<file path="src/rtl/screen_scan_reader.sv">
// Scans the 128x128 1-bpp screen RAM in step with the VGA timing and emits RGB565 pixels.
// Build with SCREEN_BLINK_EN defined to add the frame-based blink that inverts window pixels.
module screen_scan_reader #(
   parameter int unsigned WIN_X0       = 256,
   parameter int unsigned WIN_Y0       = 176,
   parameter logic [15:0] FG_COLOR     = 16'hFFFF,
   parameter logic [15:0] BG_COLOR     = 16'h0000,
   parameter int unsigned BLINK_FRAMES = 30
) (
   input  logic        clk,
   input  logic        rst_n,
   input  logic        ready,
   input  logic [10:0] x_cnt,
   input  logic [9:0]  y_cnt,
   input  logic        hsync_in,
   input  logic        vsync_in,
   output logic        rd_en,
   output logic [10:0] rd_addr,
   input  logic [7:0]  rd_data,
   output logic        hsync,
   output logic        vsync,
   output logic [15:0] rgb
);

   logic [10:0] w_dx;
   logic [9:0]  w_dy;
   logic        w_in_win;
   logic        w_blink;

   logic        r_rd_en;
   logic [10:0] r_rd_addr;
   logic [2:0]  r_bit_p1;
   logic        r_win_p1;
   logic        r_vld_p1;
   logic [2:0]  r_bit_p2;
   logic        r_win_p2;
   logic        r_vld_p2;
   logic [15:0] r_rgb;
   logic [2:0]  r_hs_sr;
   logic [2:0]  r_vs_sr;

   function automatic logic [15:0] pixel_color(input logic vld, input logic win,
                                               input logic bit_set, input logic inv);
      if (!vld)
         return 16'h0000;
      if (!win)
         return BG_COLOR;
      return (bit_set ^ inv) ? FG_COLOR : BG_COLOR;
   endfunction

   // Stage 0: window test; unsigned wrap makes coordinates left of / above the window land out of range
   assign w_dx     = x_cnt - 11'(WIN_X0);
   assign w_dy     = y_cnt - 10'(WIN_Y0);
   assign w_in_win = ready & (w_dx < 11'd128) & (w_dy < 10'd128);

   always_ff @(posedge clk or negedge rst_n) begin
      if (!rst_n) begin
         r_rd_en   <= 1'b0;
         r_rd_addr <= '0;
         r_bit_p1  <= '0;
         r_win_p1  <= 1'b0;
         r_vld_p1  <= 1'b0;
         r_bit_p2  <= '0;
         r_win_p2  <= 1'b0;
         r_vld_p2  <= 1'b0;
         r_rgb     <= '0;
         r_hs_sr   <= '1;
         r_vs_sr   <= '1;
      end else begin
         // Stage 1: issue RAM read, address = {row, byte within row}
         r_rd_en  <= w_in_win;
         if (w_in_win)
            r_rd_addr <= {w_dy[6:0], w_dx[6:3]};
         r_bit_p1 <= w_dx[2:0];
         r_win_p1 <= w_in_win;
         r_vld_p1 <= ready;
         // Stage 2: RAM data returns; side-band follows it
         r_bit_p2 <= r_bit_p1;
         r_win_p2 <= r_win_p1;
         r_vld_p2 <= r_vld_p1;
         // Stage 3: bit0 of each byte is the leftmost pixel
         r_rgb    <= pixel_color(r_vld_p2, r_win_p2, rd_data[r_bit_p2], w_blink);
         r_hs_sr  <= {r_hs_sr[1:0], hsync_in};
         r_vs_sr  <= {r_vs_sr[1:0], vsync_in};
      end
   end

`ifdef SCREEN_BLINK_EN
   localparam int CNT_W = (BLINK_FRAMES > 1) ? $clog2(BLINK_FRAMES) : 1;

   logic             r_vs_d;
   logic [CNT_W-1:0] r_frame_cnt;
   logic             r_blink;

   always_ff @(posedge clk or negedge rst_n) begin
      if (!rst_n) begin
         r_vs_d      <= 1'b1;
         r_frame_cnt <= '0;
         r_blink     <= 1'b0;
      end else begin
         r_vs_d <= vsync_in;
         if (r_vs_d & ~vsync_in) begin
            if (r_frame_cnt == CNT_W'(BLINK_FRAMES - 1)) begin
               r_frame_cnt <= '0;
               r_blink     <= ~r_blink;
            end else begin
               r_frame_cnt <= r_frame_cnt + 1'b1;
            end
         end
      end
   end

   assign w_blink = r_blink;
`else
   // Without the blink feature the inversion input is tied low.
   assign w_blink = (BLINK_FRAMES == 0) & 1'b0;
`endif

   assign rd_en   = r_rd_en;
   assign rd_addr = r_rd_addr;
   assign rgb     = r_rgb;
   assign hsync   = r_hs_sr[2];
   assign vsync   = r_vs_sr[2];

endmodule

</file>
<file path="config.mk">
export PLATFORM = sky130hd
export DESIGN_NAME = screen_scan_reader
export DESIGN_NICKNAME = d
export VERILOG_FILES = /design/src/rtl/screen_scan_reader.sv
export SDC_FILE = /design/constraint.sdc
export NUM_CORES = 1
export LEC_CHECK = 0
export CAP_MARGIN = 20
export CORE_MARGIN = 2
export CORE_UTILIZATION = 41
export CTS_CLUSTER_SIZE = 16
export DETAILED_ROUTE_END_ITERATION = 6
export GPL_TIMING_DRIVEN = 0
export MAX_ROUTING_LAYER = met4
export PLACE_DENSITY = 0.84
export SETUP_SLACK_MARGIN = 0.05
export SLEW_MARGIN = 20
export SYNTH_ARGS = -nofsm -noshare
export SYNTH_HDL_FRONTEND = slang
export SYNTH_SLANG_ARGS = --single-unit
</file>
<file path="constraint.sdc">
create_clock -name clk -period 3.09 [get_ports clk]
set_clock_uncertainty 0.15 [all_clocks]
set_input_delay 0.309 -clock clk [delete_from_list [all_inputs] [get_ports clk]]
set_output_delay 0.309 -clock clk [all_outputs]
set_load 0.05 [all_outputs]
</file>
==> results of run 1 <==
-- cells by family after synthesis --
family	count (synthesis)	synth area share, %
flops	28	59.58
xor+xnor	2	1.474
simple gates	7	5.053
fa+ha+maj	2	2.105
compound gates	4	2.632
mux	14	17.47
buf+inv	20	11.68
-- per-stage QoR --
| step | cells | util [%] | worst slack (ns) | area, um2 |
|---|---|---|---|---|
| CTS | 176 | 68.87 | 0.6574 | 1899 |
| global route | 176 | 68.87 | 0.5771 | 1899 |
| detailed placement | 171 | 67.20 | 0.7734 | 1853 |
| floorplan | 77 | - | 1.422 | 1189 |
| finish | 176 | 68.87 | 0.7038 | 1899 |
| global placement | 171 | 67.38 | 0.8125 | 1858 |
-- sequential cells by signal (all words and copies together), names as in the netlist --
| name | cells |
|---|---|
| r_vld_p1 | 1 |
| r_win_p1 | 1 |
| r_bit_p1 | 3 |
| r_bit_p2 | 3 |
| rd_addr | 11 |
| r_vs_sr | 3 |
| r_win_p2 | 1 |
| r_hs_sr | 3 |
| r_vld_p2 | 1 |
| rgb | 1 |
-- layout by cell type (no fill, tap or decap), drive strengths merged, types with 2 or more instances in the layout --
cell            n
inv             4
mux2i           2
buf            17
mux2           10
clkdlybuf4s50  62
dfstp           6
dfrtp          22
clkbuf          4
ha              2
mux4            2
nand4b          2
-- layer usage --
| layer | track usage [%] | vias up | share of wire, % |
|---|---|---|---|
| met5 | - | - | 0 |
| met4 | 5.980 | 0 | 0.53 |
| met3 | 4.911 | 2 | 12 |
| met2 | 27.27 | 50 | 52 |
| met1 | 15.70 | 376 | 36 |
| li1 | - | 380 | - |
-- worst min path at each step --
stage | end | slack (ns) | cells after the start
floorplan | r_bit_p1[0]$_DFF_PN0_ | -0.14 | 0
global placement | r_bit_p2[2]$_DFF_PN0_ | 0.18 | 0
detailed placement | r_bit_p2[2]$_DFF_PN0_ | 0.18 | 0
CTS | r_vs_sr[0]$_DFF_PN1_ | 0.21 | 1
global route | r_vs_sr[0]$_DFF_PN1_ | 0.19 | 1
finish | r_bit_p2[1]$_DFF_PN0_ | 0.21 | 0
-- cells in the mapped netlist --
| cell type | count | area share (%) |
|---|---|---|
| sky130_fd_sc_hd__nor3b_2 | 1 | 1.1 |
| sky130_fd_sc_hd__buf_4 | 15 | 9.5 |
| sky130_fd_sc_hd__xor2_1 | 1 | 0.74 |
| sky130_fd_sc_hd__o21ai_2 | 1 | 0.74 |
| sky130_fd_sc_hd__nand4b_1 | 2 | 1.5 |
| sky130_fd_sc_hd__a31oi_1 | 1 | 0.53 |
| sky130_fd_sc_hd__nor3_4 | 1 | 1.4 |
| sky130_fd_sc_hd__mux2_2 | 2 | 1.9 |
| sky130_fd_sc_hd__a21o_1 | 1 | 0.63 |
| sky130_fd_sc_hd__buf_6 | 1 | 0.95 |
| sky130_fd_sc_hd__nand2_1 | 1 | 0.32 |
| sky130_fd_sc_hd__a21oi_2 | 1 | 0.74 |
| sky130_fd_sc_hd__mux2_4 | 8 | 10 |
| sky130_fd_sc_hd__xnor2_1 | 1 | 0.74 |
| sky130_fd_sc_hd__inv_1 | 4 | 1.3 |
| sky130_fd_sc_hd__nor2_1 | 1 | 0.32 |
| sky130_fd_sc_hd__mux4_2 | 2 | 3.8 |
| sky130_fd_sc_hd__dfrtp_1 | 22 | 46 |
| sky130_fd_sc_hd__nand2b_1 | 1 | 0.53 |
| sky130_fd_sc_hd__ha_1 | 2 | 2.1 |
| sky130_fd_sc_hd__mux2i_1 | 2 | 1.7 |
| sky130_fd_sc_hd__dfstp_2 | 6 | 13 |
-- layout make-up --
type / count / area (um2)
Buffer: 16 / 123.9
Multi-Input combinational cell: 29 / 341.6
Tap cell: 31 / 38.79
Timing Repair Buffer: 64 / 635.6
Clock buffer: 4 / 36.28
Inverter: 4 / 15.01
Fill cell: 202 / 858.3
Sequential cell: 28 / 708.2
-- report_power, final --
| group | switching [uW] | internal (uW) | leakage, uW |
|---|---|---|---|
| Sequential | 11.9 | 394 | 0.000344 |
| Clock | 95.8 | 72.0 | 0.0000210 |
| Combinational | 94.1 | 91.1 | 0.000519 |
| Total | 202 | 557 | 0.000884 |
-- critical path, cell delays in order, from the launching register on --
cell	delay [ns]
sky130_fd_sc_hd__dfrtp_1	0.63
sky130_fd_sc_hd__buf_4	0.19
sky130_fd_sc_hd__clkdlybuf4s50_1	0.80
==> metrics list, run 1 <==
- Endpoints failing hold: 0
* Number of buffers inserted by port buffering: 63
- Startpoint of the lowest-slack hold path: r_bit_p1[1]$_DFF_PN0_
- The die covers ~3300 um2.
- The critical path is of the flip-flop to primary output type.
- The worst path needs 2.386 ns of the cycle, external delays included.
- Reported leakage power: 0.0008841 uW
- Routability-driven placement finished with a final weighted congestion of 0.6602.
* Quantity of hold-fixing buffers added after cts: 1
- Based on the critical path, the design can be clocked at up to 419.1 MHz.
* Final setup viols: 0
- Average routed wire per standard cell: 12.91 um
* Transition at the pin with the smallest max-transition slack: 0.5865 ns
* Final period util: approximately 77%
* Initial detailed-routing violation count: 8
- The clock passes through at most 2 buffers.
- Number of max-cap violations: 0
- The worst register-to-register path begins at r_bit_p2[0]$_DFF_PN0_.
- TritonCTS built the clock tree.
- Once the floorplan was initialized, standard cells occupied between 40% and 50% of the core.
* Detailed-placement wirelength estimate: 1861 um
- Die height: 57.85 um
- Adding up every negative setup slack in the final design gives 0 ns.
- Synthesized net count: 113
* Worst setup SP type: flip-flop
- STA puts the critical path data arrival time at 1.93 ns.
- Clock transition at the register clock pins on the worst setup and hold paths after CTS: 0.13 ns
- Hold timing on the final database bottoms out at a slack of between 0.2 and 0.25 ns.
- Top fanout value on the critical path: 16
- Detail-routed via count per cell: approximately 4.6
- The Yosys step of the flow raised 0 warnings.
* Clock latency at the later pin of the worst-skew pair: 0.31 ns
- For this run, design rule violations remaining after detail routing come to 0.
- Worst ir drop on vdd: just over 0.0003 V
* Gates resized, CTS repair: 0
- Largest net degree at the start of global routing: 29
- Critical Path RT: 2.63 ns
- The pre-antenna-repair detailed-routing pass consisted of 2 iterations.
* Count of nets after finishing: between 150 and 200
- In this run the worst setup path terminates at rgb[11].
- Post-layout power: between 700 and 800 uW
- Post-CTS setup-driven buffer insertion count: 0
* Wire length of the first global-routing pass: between 3000 and 4000 um
* Area Growth Syn to Fin: 59.79%
- In this run the horizontal extent of the chip is around 58 um.
- # IOs: 64
- Number of slew-limit violations in the final report: 0
- Tracing the worst setup path back leads to its startpoint at rgb[14]$_DFF_PN0_.
- The number of antenna violations at the first check in global routing came to 0.
* Total routing usage reported by global routing: 15.39%
* Total detailed-routing wirelength: 2273 um
- Endpoint kind of the worst setup timing path: primary output
- Cts bufs inserted: 3
- Pwr Density: 399.3 nW/um2
* GRT overflow: 0
- Synthesis produced 77 cells.
- Detailed-route via count: 808
* Vias in the first global route: 855
- H-tree depth reported by CTS: 1
- R2R Setup Slk: 1.67 ns
- Summing the sequential cell areas from Yosys gives 59.58% of the chip area.
- The repair_antennas step left the layout with diodes totalling 0.
- Setup repair after global routing left no endpoint under its margin.
- The flow ran to the end, and the final reports show no timing, DRC or antenna violations.
- Post-synthesis cell type count: 22
* Layout cells sized above 1: between 20% and 30%
- Row count: 19
- The synthesized netlist occupies a cell area of approximately 1200 um2.
- Clock tree synthesis found a total of 28 sinks.
- Reg-to-reg critical path endpoint: rgb[14]$_DFF_PN0_
* CTS root buf: sky130_fd_sc_hd__clkbuf_4
- Synth Register Bits: 28
- The worst pin sits at a relative slew slack of 60.90%.
* Number of nets with antenna violations after detailed routing: 0
- Hold Path Class: flip-flop to flip-flop
- Area of the placeable core: 2758 um2
- Dividing the synthesized area by the synthesized cell count gives 15.44 um2.
* Depth of the most critical reg-to-reg path: 3
Note: power is estimated with default switching activity, not from simulation.
==> run 2: changes to the inputs <==
--- a/config.mk
+++ b/config.mk
@@ -7,12 +7,12 @@
 export LEC_CHECK = 0
 export CAP_MARGIN = 20
 export CORE_MARGIN = 2
-export CORE_UTILIZATION = 41
+export CORE_UTILIZATION = 38
 export CTS_CLUSTER_SIZE = 16
 export DETAILED_ROUTE_END_ITERATION = 6
 export GPL_TIMING_DRIVEN = 0
 export MAX_ROUTING_LAYER = met4
-export PLACE_DENSITY = 0.84
+export PLACE_DENSITY = 0.78
 export SETUP_SLACK_MARGIN = 0.05
 export SLEW_MARGIN = 20
 export SYNTH_ARGS = -nofsm -noshare
==> constraint.sdc (replaced) <==
create_clock -name clk -period 2.5 [get_ports clk]
set_clock_uncertainty 0.15 [all_clocks]
set_input_delay 0.25 -clock clk [delete_from_list [all_inputs] [get_ports clk]]
set_output_delay 0.25 -clock clk [all_outputs]
set_load 0.05 [all_outputs]
==> run 2 against run 1 <==
  * Worst hold slack got worse by 0.045 ns
  * Global-route usage shrank 1.9 points
  * Sequential share of layout area shrank 0.32 points
  * Worst setup slack got worse by 0.40 ns
  * Routed wire length decreased by 2.1%
  * Utilization shrank 5.0 points
  * Highest routed layer is now met3
==> metrics list, run 2 (same netlist as run 1, synthesis figures left out) <==
- Outcome: completed
* Final setup viols: 0 (unchanged)
- Part of the power in combinational logic: 22.5% (-1.9 points)
- The buffer levels on the longest clock path came to 2 (unchanged).
- Class of the most critical setup path: flip-flop to primary output
* Flop pwr share: 49.3% (-4.2 points)
* Clock tree from TritonCTS: done
- The register clock-pin slew on the reported worst setup and hold paths is 0.14 ns (about the same).
* Endpoint kind of the worst setup timing path: primary output
* Max frequency: between 400 and 500 MHz
* Number of flip-flops in the largest register: 11 (unchanged)
* Wire length of the first global-routing pass: 3484 um (-5.6%)
- The worst endpoint required time is 2.10 ns (-0.53 ns).
* Number of iterations in the first detailed-routing pass: 4 (+2)
* Switching Power: 255.2 uW (+26%)
- Reported leakage power: 0.0008894 uW (+0.60%)
- The overall overflow remaining after global route is 0 (unchanged).
* Number of buffers inserted by port buffering: 63 (unchanged)
* Unrepaired setup endpoints after global routing: no
- The total internal power was 761.1 uW (+37%).
* Final total negative setup slack: 0 ns (unchanged)
- On the critical path, the stage with the largest delay is an instance of sky130_fd_sc_hd__clkdlybuf4s50_1.
- The count of final hold-check violations came to 0 (unchanged).
* R2R Setup Slk: 1.10 ns (-0.57 ns)
- Total routing usage reported by global routing: 13.47% (-1.9 points)
- Power share of the clock group: 28.3% (+6.2 points)
- Clock tree synthesis selected as its root buffer the cell sky130_fd_sc_hd__clkbuf_4.
- H-tree depth reported by CTS: 1 (unchanged)
* Layout cells sized above 1: 30.34% (+0.69 points)
- Number of max-cap violations: 0 (unchanged)
* Largest net degree at the start of global routing: 29 (unchanged)
* Hold EP: r_hs_sr[0]$_DFF_PN1_
- The clock latency of the later-clocked register in the worst-skew pair is 0.32 ns (about the same).
* Residual DRC count: 0 (unchanged)
- The row count is 20 (+1).
- The total number of vias came to 802 (-0.74%).
- The library cell used most frequently in the layout, excluding fill and tap cells, is sky130_fd_sc_hd__clkdlybuf4s50_1.
- The total clock buffers created by CTS came to 3 (unchanged).
- Detail-routed via count per cell: 4.506 (-1.9%)
* Number of antenna violations at the first check in global routing: 0 (unchanged)
- Die height: 59.93 um (+3.6%)
- The utilization of the core after routing is 63.92% (-5.0 points).
- Maximum single-stage delay on the critical path: 0.79 ns (about the same)
- The peak fanout along the critical path came to 16 (unchanged).
- The total half-perimeter wirelength after legalization and detailed placement was 1801 um (-3.2%).
* Final period util: 87.88%
* Total detailed-routing wirelength: 2226 um (-2.1%)
- Ant. Diodes: 0 (unchanged)
* Area of the placeable core: 3003 um2 (+8.9%)
- The top cell types in the final layout, fill and taps aside, are sky130_fd_sc_hd__clkdlybuf4s50_1, sky130_fd_sc_hd__dfrtp_1, sky130_fd_sc_hd__buf_4.
- Startpoint of the lowest-slack hold path: hsync_in
- Depth of the most critical reg-to-reg path: 3 (unchanged)
- STA classifies the critical path startpoint as a flip-flop.
- Area Growth Syn to Fin: 61.47%
* Number of buffer and inverter stages on the critical path: 2 (unchanged)
- The wire length per cell came to 12.51 um (-3.2%).
* Minimum period implied by the final worst setup slack: 2.197 ns
- Die X-Extent: 59.93 um (+3.6%)
- Final weighted congestion in routability-driven placement: 0.6508 (-1.4%)
* # IOs: 64 (unchanged)
- Worst relative slew slack: 59.25% (-1.6 points)
* Pwr Density: 529.5 nW/um2 (+33%)
- Count of nets after finishing: 182 (unchanged)
* Fraction of power spent switching nets: 25.11% (-1.5 points)
- Initial Util: 39.58% (-3.5 points)
- Post-CTS setup-driven buffer insertion count: 0 (unchanged)
* Clock sink count: 28 (unchanged)
- Worst ir drop on vdd: 0.0003028 V (-1.6%)
* Reg-to-reg critical path endpoint: rgb[14]$_DFF_PN0_
- The worst register-to-register path begins at r_bit_p2[0]$_DFF_PN0_.
* Data arrival at the endpoint of the critical path: 1.80 ns (-0.13 ns)
- The cell depth of the worst hold path was 1 (+1).
* Number of slew-limit violations in the final report: 0 (unchanged)
* Vias in the first global route: 842 (-1.5%)
* Critical path cell sequence: buf_4 -> clkdlybuf4s50_1
- Die area: 3592 um2 (+7.3%)
- Number of nets with antenna violations after detailed routing: 0 (unchanged)
* Hold Path Class: primary input to flip-flop
- Largest delay contributor family on the critical path: buffers and inverters
- The iteration-0 DRC count of the detailed router came to 30 (+22).
* Transition at the pin with the smallest max-transition slack: 0.6112 ns (+0.02472 ns)
-- run 2: cell types whose count changed in the layout (fill, tap and decap cells not counted) --
cell,delta
sky130_fd_sc_hd__dfrtp_2,+1
sky130_fd_sc_hd__dfrtp_1,-1
sky130_fd_sc_hd__bufinv_16,+1
sky130_fd_sc_hd__clkbuf_8,-1
-- run 2: area by class of cell --
class                      count  area, um2
timing repair buffer          64      635.6
clock inverter                 1      30.03
clock buffer                   3      22.52
fill                         244       1084
inverter                       4      15.01
multi-input combinational     29      341.6
sequential                    28      709.4
tap                           33      41.29
buffer                        16      123.9
-- run 2: worst max path at each step --
stage                      start                      end  slack (ns)  depth (start not counted)
5_1_grt        rgb[14]$_DFF_PN0_                  rgb[15]        0.19                          2
3_3_place_gp            y_cnt[4]   rd_addr[0]$_DFFE_PN0P_        0.30                          7
4_1_cts        rgb[14]$_DFF_PN0_                  rgb[15]        0.12                          2
3_5_place_dp            y_cnt[4]  rd_addr[10]$_DFFE_PN0P_        0.25                          7
6_report       rgb[14]$_DFF_PN0_                   rgb[9]        0.30                          2
2_1_floorplan           x_cnt[8]   rd_addr[0]$_DFFE_PN0P_        0.89                          7
-- run 2: per-layer routing --
| layer | track usage, % | share of wire [%] | vias to the layer above | wire length [um] |
|---|---|---|---|---|
| li1 | - | - | 379 | - |
| met1 | 13.81 | 36 | 379 | 807 |
| met2 | 25.47 | 54 | 44 | 1198 |
| met3 | 3.463 | 9.9 | 0 | 221 |
| met4 | 2.857 | 0 | 0 | 0 |
| met5 | - | 0 | - | 0 |
-- run 2: repair_timing --
item / 4_1_cts / 5_1_grt
hold endpoints to repair: 22 / 0
setup endpoints to repair: 0 / 15
gates resized for setup: 0 / 1
hold buffers: 1 / 0
-- run 2: power by group through the flow --
stage               combinational (uW)  sequential [uW]  clock, uW
finish                             229              501        287
global route                       241              505        318
CTS                                232              501        301
detailed placement                 229              509          0
global placement                   226              508          0
floorplan                         45.9              579          0
-- run 2: per-stage QoR --
step | power (uW) | hold slack [ns] | setup WS (ns) | instances | area (um2)
after CTS | 1034 | 0.1458 | 0.1197 | 178 | 1918
after global routing | 1064 | 0.1499 | 0.1880 | 178 | 1919
final | 1016 | 0.1696 | 0.3029 | 178 | 1919
after detailed placement | 738.6 | 0.1477 | 0.2462 | 173 | 1856
after floorplan | 625.3 | -0.1956 | 0.8908 | 77 | 1189
after global placement | 733.2 | 0.1841 | 0.2972 | 173 | 1861
-- run 2: worst reg2reg max path: cells and delay by family, from the launching register on --
kind             cells  cell delay [ns]
and+or+nand+nor      1             0.06
muxes                2             0.68
DFF                  1             0.41
==> run 3: changes to the inputs <==
--- a/config.mk
+++ b/config.mk
@@ -7,12 +7,12 @@
 export LEC_CHECK = 0
 export CAP_MARGIN = 20
 export CORE_MARGIN = 2
-export CORE_UTILIZATION = 38
+export CORE_UTILIZATION = 41
 export CTS_CLUSTER_SIZE = 16
 export DETAILED_ROUTE_END_ITERATION = 6
 export GPL_TIMING_DRIVEN = 0
 export MAX_ROUTING_LAYER = met4
-export PLACE_DENSITY = 0.78
+export PLACE_DENSITY = 0.84
 export SETUP_SLACK_MARGIN = 0.05
 export SLEW_MARGIN = 20
 export SYNTH_ARGS = -nofsm -noshare
==> constraint.sdc (replaced) <==
create_clock -name clk -period 2.61 [get_ports clk]
set_clock_uncertainty 0.15 [all_clocks]
set_input_delay 0.261 -clock clk [delete_from_list [all_inputs] [get_ports clk]]
set_output_delay 0.261 -clock clk [all_outputs]
set_load 0.05 [all_outputs]
==> results of run 3 <==
Same layout as run 1 (identical final DEF). Status: completed.
Main changes from that run: setup slack after placement 0.7734 ns -> 0.3414 ns; setup slack after layout 0.7038 ns -> 0.2718 ns; hold slack 0.2142 ns -> 0.1822 ns; register-to-register setup slack 1.67 ns -> 1.19 ns; end point of the worst hold path r_bit_p2[1]$_DFF_PN0_ -> r_vs_sr[0]$_DFF_PN1_; total power 758.4 uW -> 897.9 uW; worst IR drop on VDD 0.0003077 V -> 0.0003643 V
==> RTL change 1 (flow settings as in run 1) <==
Remove the register `r_rgb`: a continuous assignment takes its place, so the output `rgb` follows one clock earlier.
--- a/src/rtl/screen_scan_reader.sv
+++ b/src/rtl/screen_scan_reader.sv
@@ -64,5 +64,4 @@
          r_win_p2  <= 1'b0;
          r_vld_p2  <= 1'b0;
-         r_rgb     <= '0;
          r_hs_sr   <= '1;
          r_vs_sr   <= '1;
@@ -80,9 +79,10 @@
          r_vld_p2 <= r_vld_p1;
          // Stage 3: bit0 of each byte is the leftmost pixel
-         r_rgb    <= pixel_color(r_vld_p2, r_win_p2, rd_data[r_bit_p2], w_blink);
          r_hs_sr  <= {r_hs_sr[1:0], hsync_in};
          r_vs_sr  <= {r_vs_sr[1:0], vsync_in};
       end
    end
+
+   assign r_rgb = pixel_color(r_vld_p2, r_win_p2, rd_data[r_bit_p2], w_blink);
 
 `ifdef SCREEN_BLINK_EN
Formal check against the unedited RTL: not equivalent (a bounded check fails within 4 cycles, from zero or initial values and one cycle with rst_n low).
==> RTL change 1 against run 1 <==
  * Worst hold slack worse by 9.7 ps
  * Synthesized area decreased by 2.3%
  * Design area up 1.4%
  * Total power down 4.5%
  * Sequential cell count decreased by 1
  * First-iteration DRC count rose by 25%
  * Setup slack worse by 520 ps
  * Routed wire length is 3.4% higher
  * Utilization is 1.6 points higher
  * Cell count shrank 1.7%
==> RTL change 1: results (changes against run 1) <==
Logic synthesis
  – Ys async rst share: 100% (unchanged)
  – Syn Nets: 110 (was 113)
  – Sequential cell area fraction in the yosys report: 58.8% (was 59.6%)
  – Synth Area per Inst: 15.7 um2 (was 15.4 um2)
  – Top post-synthesis cells by area: dfrtp_1 45%, dfstp_2 14%, mux2_4 10% (was dfrtp_1 46%, dfstp_2 13%, mux2_4 10%)
  – Most frequent cells after synthesis: 21 x dfrtp_1, 15 x buf_4, 8 x mux2_4, 6 x dfstp_2, 3 x inv_1 (was 22 x dfrtp_1, 15 x buf_4, 8 x mux2_4, 6 x dfstp_2, 4 x inv_1)

Worst setup path
  – R2R Path End: rd_addr[2]$_DFFE_PN0P_ (was rgb[14]$_DFF_PN0_)
  – Reg-to-reg slack, setup: 2130 ps (was 1670 ps)
  – FF-to-FF path depth: 1 (was 3)
  – Critical Path End: rgb[13] (was rgb[11])
  – Start of the worst register-to-register path: rd_addr[2]$_DFFE_PN0P_ (was r_bit_p2[0]$_DFF_PN0_)
  – Setup crit start: r_bit_p2[0]$_DFF_PN0_ (was rgb[14]$_DFF_PN0_)
  – Largest stage delay, worst path: 680 ps (was 800 ps)
  – Data arrival, critical path: 2450 ps (was 1930 ps)
  – Crit-path max FO: 16 (unchanged)
  – Cell family with most CP delay: buffers and inverters (unchanged)

Timing
  – Fin crit share: 94.0% (was 77.2%)
  – Worst Tran Pin Value: 660 ps (was 587 ps)
  – Min Hold Slack: 205 ps (was 214 ps)

Placement
  – GPL Wtd Cong: 0.707 (was 0.660)
  – Detailed placer's ending HPWL: 1890 um (was 1860 um)
  – Pre-CTS WS: -151 ps (was 773 ps)
  – # port buffers: 63 (unchanged)
  – Inst Count DP: 169 (was 171)
  – DP Area: 0.00186 mm2 (was 0.00185 mm2)

CTS
  – CTS Buf Count: 3 (unchanged)
  – Clk slew on worst S/H paths: 140 ps

Global routing
  – First-pass GRT wire length: 3950 um (was 3690 um)
  – GRT Total Usage: 16.1% (was 15.4%)
  – Largest net degree at the start of global routing: 17 (was 29)
  – Vias in the first global route: 856 (was 855)

Pwr
  – Worst IR drop on VDD: 367 uV (was 308 uV)
  – Leakage: 0.00107 uW (was 0.000884 uW)

Detailed routing
  – Vias per inst: 4.69 (was 4.59)
  – Drt first-iter violations: 10 (was 8)
  – DR WL/cell: 13.6 um (was 12.9 um)
  – Routed WL: 2350 um (was 2270 um)

Status
  – Outcome: complete, no violations (unchanged)

Final layout
  – Nets: 179 (was 182)
  – Share of cells above drive strength 1: 28.9% (was 29.7%)
  – Fillers: 192 (was 202)
  – N_diodes: 0 (unchanged)
  – Largest register FFs: 11 (unchanged)

Worst hold path
  – Hold_sp: r_vld_p1$_DFF_PN0_ (was r_bit_p1[1]$_DFF_PN0_)
==> RTL change 1: cell types whose count changed after synthesis, sizes merged <==
| cell | change |
|---|---|
| a2111oi | +1 |
| dfrtp | -1 |
| nand4b | -1 |
| nor3b | -1 |
| a21o | -1 |
| inv | -1 |
| nand2b | -1 |
| or3b | +1 |
| and4b | +1 |
| nor2b | +1 |
| nor3 | -1 |
==> RTL change 1: per-stage QoR <==
| step | TNS (ps) | utilization [%] |
|---|---|---|
| floorplan | 0 | - |
| global placement | -671 | 67.0 |
| detailed placement | -2060 | 68.0 |
| CTS | 0 | 69.2 |
| global route | 0 | 70.4 |
| finish | 0 | 70.4 |
==> RTL change 1: what timing repair did <==
action	4_1_cts	5_1_grt
hold buffers	0	0
pin swaps	0	0
resized for setup	2	13
endpoints found under the setup margin	16	13
==> RTL change 1: final cells by class <==
type                       instances  area [um2]  share of cell area, %
timing repair buffer              64         691                   35.9
sequential                        27         683                   35.5
multi-input combinational         28         347                   18.0
buffer                            16         128                   6.63
tap                               31        38.8                   2.01
clock buffer                       3        22.5                   1.17
inverter                           3        11.3                  0.585
clock inverter                     1        5.00                  0.260
==> RTL change 1: where the power goes <==
part | internal, uW | total [uW] | leakage, uW | switching (uW)
combinational | 94.0 | 189 | 0.000723 | 94.9
clock | 48.3 | 144 | 0.0000177 | 95.4
sequential | 380 | 392 | 0.000330 | 11.4
==> RTL change 1: worst min path at each step <==
stage | end | cells after the start
finish | r_vld_p2$_DFF_PN0_ | 0
detailed placement | r_vld_p2$_DFF_PN0_ | 0
CTS | r_vld_p2$_DFF_PN0_ | 0
global placement | r_bit_p2[1]$_DFF_PN0_ | 0
global route | r_hs_sr[2]$_DFF_PN1_ | 0
floorplan | r_bit_p1[0]$_DFF_PN0_ | 0
==> RTL change 1: cells by family (layout without fill, tap and decap cells) <==
kind of cell	after synthesis	in the layout	share of synthesized area [%]
XOR/XNOR	2	2	1.51
multiplexers	14	14	17.9
adder cells (fa/ha/maj)	2	2	2.15
AND/OR/NAND/NOR	6	6	3.88
flip-flops	27	27	58.8
AO/OA/AOI/OAI	4	4	3.77
buffers and inverters	19	87	12.0
==> RTL change 1: routing by layer <==
layer  part of all wire [%]  global-route usage, %  up-vias
met4                   0.43                   1.99        0
met3                    6.9                   3.63        2
met2                     50                   27.9       46
met1                     42                   19.8      389
li1                       -                      -      375
met5                      0                      -        -
==> RTL change 2 (flow settings as in run 1) <==
Made on the original files. Build with the macro `SCREEN_BLINK_EN` defined.
--- a/src/rtl/screen_scan_reader.sv
+++ b/src/rtl/screen_scan_reader.sv
@@ -1,4 +1,6 @@
 // Scans the 128x128 1-bpp screen RAM in step with the VGA timing and emits RGB565 pixels.
 // Build with SCREEN_BLINK_EN defined to add the frame-based blink that inverts window pixels.
+`define SCREEN_BLINK_EN
+
 module screen_scan_reader #(
    parameter int unsigned WIN_X0       = 256,
Formal check against the unedited RTL: same outputs for any inputs over 10 cycles, from zero or initial values and one cycle with rst_n low; that may be too few to reach the edited logic, so the function may still have changed.
==> RTL change 2 against run 1 <==
  * Routed wire length rose by 29%
  * Die area increased by 24%
  * Largest cell class is now registers
  * Synthesized area grew 26%
  * Setup slack worse by 3.3 ps
  * Design area up 21%
  * Sequential cell count increased by 6
  * Total power increased by 60%
  * Largest power group unchanged
==> RTL change 2: results (changes against run 1) <==
Status
  – Outcome: complete, no violations (unchanged)

Pwr
  – Power Combinational: 264 uW (was 185 uW)
  – Net Sw Frac: 27.4% (was 26.6%)
  – Seq pwr share: 45.0% (was 53.5%)
  – Cell internal pwr: 880 uW (was 557 uW)
  – Worst IR drop on VDD: 406 uV (was 308 uV)
  – Leakage: 0.00103 uW (was 0.000884 uW)

Global routing
  – GRT Total Usage: 15.6% (was 15.4%)
  – Grt met1 use: 15.9% (was 15.7%)
  – First-pass GRT wire length: 4640 um (was 3690 um)
  – Met2 Use GR: 27.1% (was 27.3%)
  – Initial antenna violation count: 0 (unchanged)
  – Routing usage on met3: 5.63% (was 4.91%)
  – Vias in the first global route: 1,089 (was 855)
  – Largest net degree at the start of global routing: 35 (was 29)

Final layout
  – Final std cells w/o fill: 226 (was 176)
  – Share of cells above drive strength 1: 25.6% (was 29.7%)

Logic synthesis
  – Post-synthesis mux area share: 15.1% (was 17.5%)
  – Cells after synthesis: 108 (was 77)
  – Synth cell types: 31 (was 22)
  – Most frequent cells after synthesis: 28 x dfrtp_1, 15 x buf_4, 8 x mux2_4 (was 22 x dfrtp_1, 15 x buf_4, 8 x mux2_4, 6 x dfstp_2, 4 x inv_1)
  – Synth Area in XOR/XNOR: 2.35% (was 1.47%)
  – Syn Nets: 146 (was 113)
  – Adder-Cell Fraction of Synth Area: 3.35% (was 2.11%)
  – Sequential cell area fraction in the yosys report: 57.5% (was 59.6%)
  – Top post-synthesis cells by area: dfrtp_1 47%, dfstp_2 11%, mux2_4 8.0% (was dfrtp_1 46%, dfstp_2 13%, mux2_4 10%)
  – Compound-gate portion of the synthesized area: 5.28% (was 2.63%)

Worst setup path
  – Reg-to-reg slack, setup: 1400 ps (was 1670 ps)
  – Max stage delay cell, worst path: clkdlybuf4s50_1 (unchanged)
  – FF-to-FF path depth: 5 (was 3)
  – R2R Path End: rgb[14]$_DFF_PN0_ (unchanged)
  – Critical Path End: rgb[8] (was rgb[11])

Timing
  – Min Hold Slack: 208 ps (was 214 ps)
  – Rel. slew slack: 51.6% (was 60.9%)
  – Final setup margin: 701 ps (was 704 ps)

Placement
  – Detailed placer's ending HPWL: 2270 um (was 1860 um)
  – Pre-CTS WS: 551 ps (was 773 ps)
  – DP Area: 0.00218 mm2 (was 0.00185 mm2)
  – Inst Count DP: 217 (was 171)
  – GPL Wtd Cong: 0.672 (was 0.660)

Worst hold path
  – Hold_sp: r_vld_p1$_DFF_PN0_ (was r_bit_p1[1]$_DFF_PN0_)
  – Hold EP: r_vld_p2$_DFF_PN0_ (was r_bit_p2[1]$_DFF_PN0_)

CTS
  – Clk slew on worst S/H paths: 110 ps (was 130 ps)
  – Max H-tree Level: 2 (was 1)
  – CTS Buf Count: 5 (was 3)
  – Clock Latency Late Sink: 330 ps (was 310 ps)

Detailed routing
  – Met2 WL: 1440 um (was 1180 um)
  – Drt first-iter violations: 29 (was 8)
  – Drt first pass iters: 4 (was 2)
  – Vias per inst: 4.77 (was 4.59)
  – Wl on met1: 1200 um (was 809 um)
  – Routed wl met3: 258 um (was 275 um)
  – Routed WL: 2940 um (was 2270 um)
[RTL change 2: cell type report]
class / instances / area (um2)
Buffer: 17 / 129
Clock buffer: 5 / 37.5
Clock inverter: 3 / 68.8
Fill cell: 250 / 1120
Inverter: 4 / 15.0
Multi-Input combinational cell: 53 / 490
Sequential cell: 34 / 858
Tap cell: 46 / 57.6
Timing Repair Buffer: 64 / 636
[RTL change 2: repair_timing]
action / 4_1_cts / 5_1_grt
resized for setup: 0 / 0
setup buffers: 0 / 0
endpoints found under the hold margin: 28 / 0
hold buffers: 1 / 0
[RTL change 2: cell families (layout without fill, tap and decap cells)]
| logic type | after synthesis | count (layout) |
|---|---|---|
| buf+inv | 21 | 93 |
| flops | 34 | 34 |
| compound gates | 12 | 12 |
| mux | 17 | 17 |
| simple gates | 16 | 16 |
| xor+xnor | 4 | 4 |
| fa+ha+maj | 4 | 4 |
[RTL change 2: worst max-delay path: cells and delay by family, from the launching register on]
kind | cells | cell delay (ps)
buffers and inverters | 2 | 980
flip-flops | 1 | 620
